<file path="src/rtl/alu_issue_stage.sv">
// alu_issue_stage
// ID/EX pipeline register for the execute-stage ALU. Decodes the ID-stage
// MIPS instruction into the 3-bit ALU operation code, selects operands a/b,
// and registers them with the downstream control bits. Supports hold
// (stall) and bubble insertion (flush); illegal encodings are flagged.

module alu_issue_stage #(
    parameter bit BUBBLE_ON_ILLEGAL = 1'b1
) (
    input  logic        clk,
    input  logic        rst,
    input  logic        id_valid,
    input  logic [31:0] id_instr,
    input  logic [31:0] id_rs_data,
    input  logic [31:0] id_rt_data,
    input  logic        stall,
    input  logic        flush,
    output logic        id_ready,
    output logic        ex_valid,
    output logic [2:0]  ex_aluctr,
    output logic [31:0] ex_a,
    output logic [31:0] ex_b,
    output logic [31:0] ex_store_data,
    output logic [4:0]  ex_wreg,
    output logic        ex_regwrite,
    output logic        ex_memread,
    output logic        ex_memwrite,
    output logic        ex_branch,
    output logic        ex_movn,
    output logic        ex_illegal
);

    // ALU operation codes
    localparam logic [2:0] ALU_ADD  = 3'b000;
    localparam logic [2:0] ALU_SUB  = 3'b001;
    localparam logic [2:0] ALU_SLL  = 3'b010;
    localparam logic [2:0] ALU_OR   = 3'b011;
    localparam logic [2:0] ALU_AND  = 3'b100;
    localparam logic [2:0] ALU_ADDU = 3'b101;
    localparam logic [2:0] ALU_SLT  = 3'b110;
    localparam logic [2:0] ALU_MOVN = 3'b111;

    // Opcodes
    localparam logic [5:0] OP_RTYPE = 6'h00;
    localparam logic [5:0] OP_J     = 6'h02;
    localparam logic [5:0] OP_BEQ   = 6'h04;
    localparam logic [5:0] OP_ADDI  = 6'h08;
    localparam logic [5:0] OP_ADDIU = 6'h09;
    localparam logic [5:0] OP_SLTI  = 6'h0A;
    localparam logic [5:0] OP_ANDI  = 6'h0C;
    localparam logic [5:0] OP_ORI   = 6'h0D;
    localparam logic [5:0] OP_LUI   = 6'h0F;
    localparam logic [5:0] OP_LW    = 6'h23;
    localparam logic [5:0] OP_SW    = 6'h2B;

    // R-type function codes
    localparam logic [5:0] FN_SLL  = 6'h00;
    localparam logic [5:0] FN_MOVN = 6'h0B;
    localparam logic [5:0] FN_ADD  = 6'h20;
    localparam logic [5:0] FN_ADDU = 6'h21;
    localparam logic [5:0] FN_SUB  = 6'h22;
    localparam logic [5:0] FN_AND  = 6'h24;
    localparam logic [5:0] FN_OR   = 6'h25;
    localparam logic [5:0] FN_SLT  = 6'h2A;

    // Contents of one EX slot; all-zero is the bubble.
    typedef struct packed {
        logic        valid;
        logic [2:0]  aluctr;
        logic [31:0] a;
        logic [31:0] b;
        logic [31:0] store_data;
        logic [4:0]  wreg;
        logic        regwrite;
        logic        memread;
        logic        memwrite;
        logic        branch;
        logic        movn;
        logic        illegal;
    } ex_slot_t;

    localparam ex_slot_t BUBBLE = '0;

    // Instruction fields
    logic [5:0]  opcode_s;
    logic [4:0]  rt_s;
    logic [4:0]  rd_s;
    logic [4:0]  shamt_s;
    logic [5:0]  funct_s;
    logic [31:0] imm_se_s;
    logic [31:0] imm_ze_s;
    logic        unused_rs_idx_s;

    assign opcode_s = id_instr[31:26];
    assign rt_s     = id_instr[20:16];
    assign rd_s     = id_instr[15:11];
    assign shamt_s  = id_instr[10:6];
    assign funct_s  = id_instr[5:0];
    assign imm_se_s = {{16{id_instr[15]}}, id_instr[15:0]};
    assign imm_ze_s = {16'h0000, id_instr[15:0]};
    // The rs index is consumed upstream (operand forwarding); only its data arrives here.
    assign unused_rs_idx_s = ^id_instr[25:21];

    ex_slot_t dec_s;
    logic     dec_legal_s;
    ex_slot_t nxt_s;
    ex_slot_t ex_r;

    // Raw decode of the ID instruction into ALU op, operands and control.
    always_comb begin
        dec_s       = BUBBLE;
        dec_legal_s = 1'b1;
        dec_s.valid = 1'b1;
        case (opcode_s)
            OP_RTYPE: begin
                dec_s.a        = id_rs_data;
                dec_s.b        = id_rt_data;
                dec_s.wreg     = rd_s;
                dec_s.regwrite = 1'b1;
                case (funct_s)
                    FN_ADD:  dec_s.aluctr = ALU_ADD;
                    FN_ADDU: dec_s.aluctr = ALU_ADDU;
                    FN_SUB:  dec_s.aluctr = ALU_SUB;
                    FN_AND:  dec_s.aluctr = ALU_AND;
                    FN_OR:   dec_s.aluctr = ALU_OR;
                    FN_SLT:  dec_s.aluctr = ALU_SLT;
                    FN_SLL: begin
                        dec_s.aluctr = ALU_SLL;
                        dec_s.a      = {27'd0, shamt_s};
                    end
                    FN_MOVN: begin
                        dec_s.aluctr = ALU_MOVN;
                        dec_s.movn   = 1'b1;
                    end
                    default: dec_legal_s = 1'b0;
                endcase
            end
            OP_ADDI, OP_ADDIU, OP_SLTI: begin
                dec_s.aluctr   = (opcode_s == OP_ADDI)  ? ALU_ADD :
                                 (opcode_s == OP_ADDIU) ? ALU_ADDU : ALU_SLT;
                dec_s.a        = id_rs_data;
                dec_s.b        = imm_se_s;
                dec_s.wreg     = rt_s;
                dec_s.regwrite = 1'b1;
            end
            OP_ANDI, OP_ORI: begin
                dec_s.aluctr   = (opcode_s == OP_ANDI) ? ALU_AND : ALU_OR;
                dec_s.a        = id_rs_data;
                dec_s.b        = imm_ze_s;
                dec_s.wreg     = rt_s;
                dec_s.regwrite = 1'b1;
            end
            OP_LUI: begin
                // lui is realised as imm16 << 16 on the shifter.
                dec_s.aluctr   = ALU_SLL;
                dec_s.a        = 32'd16;
                dec_s.b        = imm_ze_s;
                dec_s.wreg     = rt_s;
                dec_s.regwrite = 1'b1;
            end
            OP_LW: begin
                dec_s.aluctr   = ALU_ADDU;
                dec_s.a        = id_rs_data;
                dec_s.b        = imm_se_s;
                dec_s.wreg     = rt_s;
                dec_s.regwrite = 1'b1;
                dec_s.memread  = 1'b1;
            end
            OP_SW: begin
                dec_s.aluctr     = ALU_ADDU;
                dec_s.a          = id_rs_data;
                dec_s.b          = imm_se_s;
                dec_s.wreg       = rt_s;
                dec_s.memwrite   = 1'b1;
                dec_s.store_data = id_rt_data;
            end
            OP_BEQ: begin
                dec_s.aluctr = ALU_SUB;
                dec_s.a      = id_rs_data;
                dec_s.b      = id_rt_data;
                dec_s.wreg   = rt_s;
                dec_s.branch = 1'b1;
            end
            OP_J: begin
                // Jump is resolved earlier; the EX slot just carries a valid no-op.
                dec_s.aluctr = ALU_ADD;
            end
            default: dec_legal_s = 1'b0;
        endcase
    end

    // Slot value to load on an advancing edge: bubble, illegal marker or decoded op.
    always_comb begin
        nxt_s = BUBBLE;
        if (!id_valid) begin
            nxt_s = BUBBLE;
        end else if (!dec_legal_s) begin
            nxt_s         = BUBBLE;
            nxt_s.valid   = !BUBBLE_ON_ILLEGAL;
            nxt_s.illegal = 1'b1;
        end else begin
            nxt_s = dec_s;
            // Writes to $0 are discarded, which also turns 0x00000000 into a nop.
            nxt_s.regwrite = dec_s.regwrite && (dec_s.wreg != 5'd0);
        end
    end

    // EX register: reset > flush > stall (hold) > load.
    always_ff @(posedge clk) begin
        if (rst) begin
            ex_r <= BUBBLE;
        end else if (flush) begin
            ex_r <= BUBBLE;
        end else if (stall) begin
            ex_r <= ex_r;
        end else begin
            ex_r <= nxt_s;
        end
    end

    assign id_ready      = !stall;
    assign ex_valid      = ex_r.valid;
    assign ex_aluctr     = ex_r.aluctr;
    assign ex_a          = ex_r.a;
    assign ex_b          = ex_r.b;
    assign ex_store_data = ex_r.store_data;
    assign ex_wreg       = ex_r.wreg;
    assign ex_regwrite   = ex_r.regwrite;
    assign ex_memread    = ex_r.memread;
    assign ex_memwrite   = ex_r.memwrite;
    assign ex_branch     = ex_r.branch;
    assign ex_movn       = ex_r.movn;
    assign ex_illegal    = ex_r.illegal;

endmodule

</file>
<file path="config.mk">
export PLATFORM = sky130hd
export DESIGN_NAME = alu_issue_stage
export DESIGN_NICKNAME = d
export VERILOG_FILES = /design/src/rtl/alu_issue_stage.sv
export SDC_FILE = /design/constraint.sdc
export NUM_CORES = 1
export LEC_CHECK = 0
export CORE_MARGIN = 2
export CORE_UTILIZATION = 44
export CTS_CLUSTER_SIZE = 14
export DETAILED_ROUTE_END_ITERATION = 10
export PLACE_DENSITY = 0.94
export RECOVER_POWER = 100
export SYNTH_ARGS = -nofsm -noshare
export SYNTH_HDL_FRONTEND = slang
export SYNTH_SLANG_ARGS = --single-unit
export TNS_END_PERCENT = 1
</file>
<file path="constraint.sdc">
create_clock -name clk -period 4.71 [get_ports clk]
set_input_delay 1.1775 -clock clk [delete_from_list [all_inputs] [get_ports clk]]
set_output_delay 1.1775 -clock clk [all_outputs]
set_load 0.01 [all_outputs]
</file>
Yosys cells after proc, flatten, opt, wreduce, memory -nomap -nowiden
Index checks and enable logic that the tools add are counted.
{ "word_totals": {"register_bits": 111, "in_bits": 101, "out_inout_bits": 112, "word_cells": 62} }
{ "op_classes": {"n_eq_ne": 17, "n_mux": 19, "n_reduce_logical": 14} }
{ "ops": {"columns": ["operator", "count"], "rows": [
  ["one-hot mux 64 bit (5 select lines)", 1],
  ["two-way mux 111 bit", 2],
  ["two-way mux 32 bit", 2],
  ["== test 6 bit, second input constant", 8],
  ["== test 6 x 4 -> 1 bit, second input constant", 7],
  ["one-hot mux 3 bit (7 select lines)", 1],
  ["one-hot mux 3 bit (6 select lines)", 1],
  ["OR reduction 8 bit", 2],
  ["zero test 6 bit", 2],
  ["one-hot mux 5 bit (2 select lines)", 1],
  ["OR reduction 10 bit", 1],
  ["OR reduction 9 bit", 1],
  ["two-way mux 1 bit", 7],
  ["== test 6 x 2 -> 1 bit, second input constant", 1],
  ["== test 6 x 3 -> 1 bit, second input constant", 1],
  ["two-way mux 3 bit", 2],
  ["OR reduction 2 bit", 3],
  ["nonzero test 5 bit", 1],
  ["OR reduction 5 bit", 1],
  ["OR reduction 3 bit", 1],
  ["two-way mux 2 bit", 1],
  ["one-hot mux 1 bit (2 select lines)", 1],
  ["logical AND 1 bit", 1],
  ["zero test 1 bit", 1]
]} }

Logic depth before layout (Yosys ltp)
Gate-level depths: netlist of run 1.
{ "logic_depth": {"ltp_word": 7, "ltp_mapped": 9, "ltp_nobuf": 6} }

Worst setup path after synthesis of run 1
OpenSTA, ideal clock, no wires.
{ "synth_timing": {"path_type": "input port to flip-flop", "from": "input port id_instr[26]", "to": "register ex_r (netlist bit ex_a[12])", "setup_ns": 0.059, "t_arrival_ns": 3.218, "required_ns": 4.651, "slack_ns": 1.433, "stages": 9, "path_buffers": 4, "path_cell_list": "buf_6 -> or4_4 -> or4_1 -> buf_2 -> o31ai_4 -> and4_1 -> buf_6 -> buf_12 -> a22o_1"} }
{ "synth_via": {"elab_chain_len": 5, "word_cells_on_any_way": 18, "cone_classes": "eq/ne: 10; mux: 4; reduce/logical: 4"} }
{ "synth_lines": {"columns": ["element", "line", "rtl"], "rows": [
  ["start: declaration", "13", "input logic [31:0] id_instr,"],
  ["== test 6 x 4 -> 1 bit, or another cell as far along", "114", "case (opcode_s)"],
  ["OR reduction 5 bit (no line), or another cell as far along", null, null],
  ["one-hot mux 64 bit (5 select lines) / one-hot mux 1 bit (2 select lines) (equally long branches)", "114", null],
  ["two-way mux 111 bit (*)", "197", "end else if (!dec_legal_s) begin"],
  ["two-way mux 111 bit (*)", "195", "if (!id_valid) begin"],
  ["end signal: assignment", "215", "ex_r <= ex_r;"],
  ["end signal: assignment", "217", "ex_r <= nxt_s;"],
  ["end: declaration", "107", "ex_slot_t ex_r;"]
]} }
Mark *: on every way between the ends. The rest lies on a longest branch, timed or not.
A chain may end at the register's enable or synchronous reset.

Final worst setup path of run 1
{ "layout_timing": {"from": "input port id_instr[30]", "to": "register ex_r (netlist bit ex_a[29])"} }
Same word-level chain as after synthesis.

==> metrics.txt, run 1 <==
Max Slew Vio Count=39; Pleak=2.72 nW; Routed WL=15.3 mm; total global routing track utilization=27.1%; Slew @ Worst Pin=1510 ps; CTS buffer count=9; total core area=0.00982 sq mm; largest family of logic cells by synthesized area=compound AO/OA/AOI/OAI gates; routability cong.=0.919; DR WL/cell=18.4 um; PD cells=253 mW/mm^2; EDFF count, synth=0; Final setup violation count=0; critical path's top delay family=simple AND/OR/NAND/NOR gates; Async SR Flop Fraction=0%; most frequent cells in the layout=dlygate4sd3_1, dfxtp_1, clkdlybuf4s50_1; post-synth top area share=49.6%; WS Path Type=primary input to flop; Synth Area in Compound Gates=29.0%; post-synthesis sequential area ratio=49.6%; clk sink count=111; via/cell ratio=5.75; Req. time, crit path=5020 ps; antenna viol nets, final=0; Std-Cell Rows=36; Flop pwr share=54.5%; Clk pwr share=34.5%; clock-pin slew on the worst setup and hold paths=100 ps; first-pass GRT wire length=23.8 mm; Layout area overhead=51.9%; Syn. warnings=0; Clock Latency Late Sink=370 ps; initial DRC count=323; root buffer selected by CTS=clkbuf_8; largest net degree at the start of global routing=46; CP max stage delay=700 ps; commonest non-fill, non-tap cell in the layout=dlygate4sd3_1; ys flop type=dfxtp_1; initial core utilization=45.6%; total grt overflow=0; ranking of synthesized cells by area=dfxtp_1, a22oi_1, a22o_1, nand2_1, nor2_1; Hold Vio Cnt, Final=0; IO Pins=213; post-CTS setup buffers=0; simple-gate share of the synthesized area=15.3%; outcome=complete, but fails checks; hold_buf cts=0; skew final=0 ps; fin nets=793; setup TNS=0 ps; Slew HR=-0.568%; Die Y=105 um; combinational power share=11.0%; final period utilization=87.8%; VDD IR-drop max=0.139 mV; Cells after Synth=505; FMAX=242 MHz; synthesized area=0.00448 sq mm; HP Class=flop to flop; Multi-input gate area=0.00202 sq mm; HPWL after DPL=11.0 mm; CTS tree=built; vias in the first global route=4,734; Mapped Nets=606; DRC Markers=0; drt first pass iters=5; number of distinct library cells after synthesis=50; pre-CTS setup slack=575 ps; die footprint=0.0110 sq mm; flops & latches, synth=111; syn_area_per_cell=8.87 sq um; sw frac=24.4%; multiplexer share of the synthesized area=0.251%; worst hold margin=450 ps; CP arrival=4440 ps; fill count=770; Synth Area in XOR/XNOR=0.391%; vias=4,776; r2r setup slk=3730 ps; final setup margin=575 ps; Reg area=0.00222 sq mm; cell taking the most area after synthesis=dfxtp_1; PostCTS Resize Cnt=0; Int Pwr=0.00130 W; MaxCap Viol Count=1; H-tree depth=3; CP max-delay cell=dlygate4sd3_1; unrepaired setup endpoints after global routing=false; Crit Path Max Fanout=27; Crit path buffers/inverters=2; PortBufs=207; Inserted Diodes=0; violated checks=max-capacitance violations, max-slew violations; crit path cell chain=dlygate4sd3_1 -> or4_4 -> or4_1 -> o31ai_1 -> and4_1 -> buf_4 -> a22o_1; minimum clock period=4130 ps; Post-Synth Adder-Cell Area=0.223%; initial antenna violation count=0; layout cells sized above 1=5.31%; Max clock buf depth=2; Setup crit start kind=primary input; NetSw=0.000420 W; critical path capture point type=flop; die width=105 um
## worst register-to-register path, delay by kind of cell (launching register included)
family         cells  cell delay, ps
AO/OA/AOI/OAI      2             480
flip-flops         1             350
## metal layers
layer	part of all wire [%]	GRT usage [%]	vias up	wire, um
met3	9.3	7.61	28	1410
met2	49	44.8	266	7440
li1	-	-	2222	-
met4	2.4	12.6	0	367
met1	40	32.4	2260	6060
met5	0	0	-	0
## power groups by stage
stage	logic, W	clock network, W	registers, W
5_1_grt	0.000203	0.000637	0.000939
4_1_cts	0.000191	0.000603	0.000939
3_5_place_dp	0.000190	0	0.000961
2_1_floorplan	0.0000742	0	0.000961
3_3_place_gp	0.000185	0	0.000961
6_report	0.000190	0.000595	0.000939
## kinds of logic after synthesis
group / after synthesis
muxes: 1
adders and majority gates: 1
DFF: 111
and+or+nand+nor: 155
xor gates and xnor gates: 2
AOI/OAI and AO/OA: 187
buffers and inverters: 48
## path summary, 6_finish.rpt
| check | from | endpoint | depth (start not counted) |
|---|---|---|---|
| min | ex_b[28]$_SDFFE_PP0N_ | ex_b[28]$_SDFFE_PP0N_ | 2 |
| max reg2reg | ex_wreg[1]$_SDFFE_PP0N_ | ex_wreg[1]$_SDFFE_PP0N_ | 2 |
| max | id_instr[30] | ex_a[29]$_SDFFE_PP0N_ | 7 |
| min reg2reg | ex_b[28]$_SDFFE_PP0N_ | ex_b[28]$_SDFFE_PP0N_ | 2 |
## sequential cells by signal (all words and copies together), names as in the netlist
| signal | cells |
|---|---|
| ex_aluctr | 3 |
| ex_memread | 1 |
| ex_regwrite | 1 |
| ex_valid | 1 |
| ex_a | 32 |
| ex_movn | 1 |
| ex_branch | 1 |
| ex_wreg | 5 |
| ex_memwrite | 1 |
| ex_store_data | 32 |
| ex_b | 32 |
| ex_illegal | 1 |
## through the flow
step                      power, W  utilization, %  std cells  area, sq um
final                      0.00172            69.3        830         6810
after global routing       0.00178            69.3        830         6810
after CTS                  0.00173            69.6        830         6830
after detailed placement   0.00115            67.5        814         6620
after global placement     0.00115            67.5        814         6620
after floorplan            0.00104               -        505         4480
## cell usage after synthesis (3+ instances only)
| library cell | number |
|---|---|
| dfxtp_1 | 111 |
| nand2_1 | 63 |
| nor2_1 | 54 |
| a22oi_1 | 53 |
| clkbuf_1 | 36 |
| a22o_1 | 33 |
| a21oi_1 | 25 |
| o21ai_0 | 25 |
| o21ai_1 | 22 |
| nand3_1 | 6 |
| nor2b_1 | 6 |
| a211oi_1 | 5 |
| a222oi_1 | 5 |
| nor3_1 | 5 |
| buf_2 | 4 |
| a31oi_1 | 3 |
| inv_1 | 3 |
| or3_1 | 3 |
| or4_1 | 3 |
## final cells by class
class,instances,share of cell area [%]
Clock inverter,5,0.956
Timing Repair Buffer,221,32.1
Multi-Input combinational cell,346,29.6
Inverter,3,0.165
Tap cell,133,2.44
Sequential cell,111,32.6
Clock buffer,11,2.08
Note: power is estimated with default switching activity, not from simulation.
==> run 2: changes to the inputs <==
--- a/config.mk
+++ b/config.mk
@@ -11,6 +11,7 @@
 export DETAILED_ROUTE_END_ITERATION = 10
 export PLACE_DENSITY = 0.94
 export RECOVER_POWER = 100
+export SLEW_MARGIN = 20
 export SYNTH_ARGS = -nofsm -noshare
 export SYNTH_HDL_FRONTEND = slang
 export SYNTH_SLANG_ARGS = --single-unit
==> results of run 2 <==
The final DEF is identical to that of run 1; final timing and power are the same.
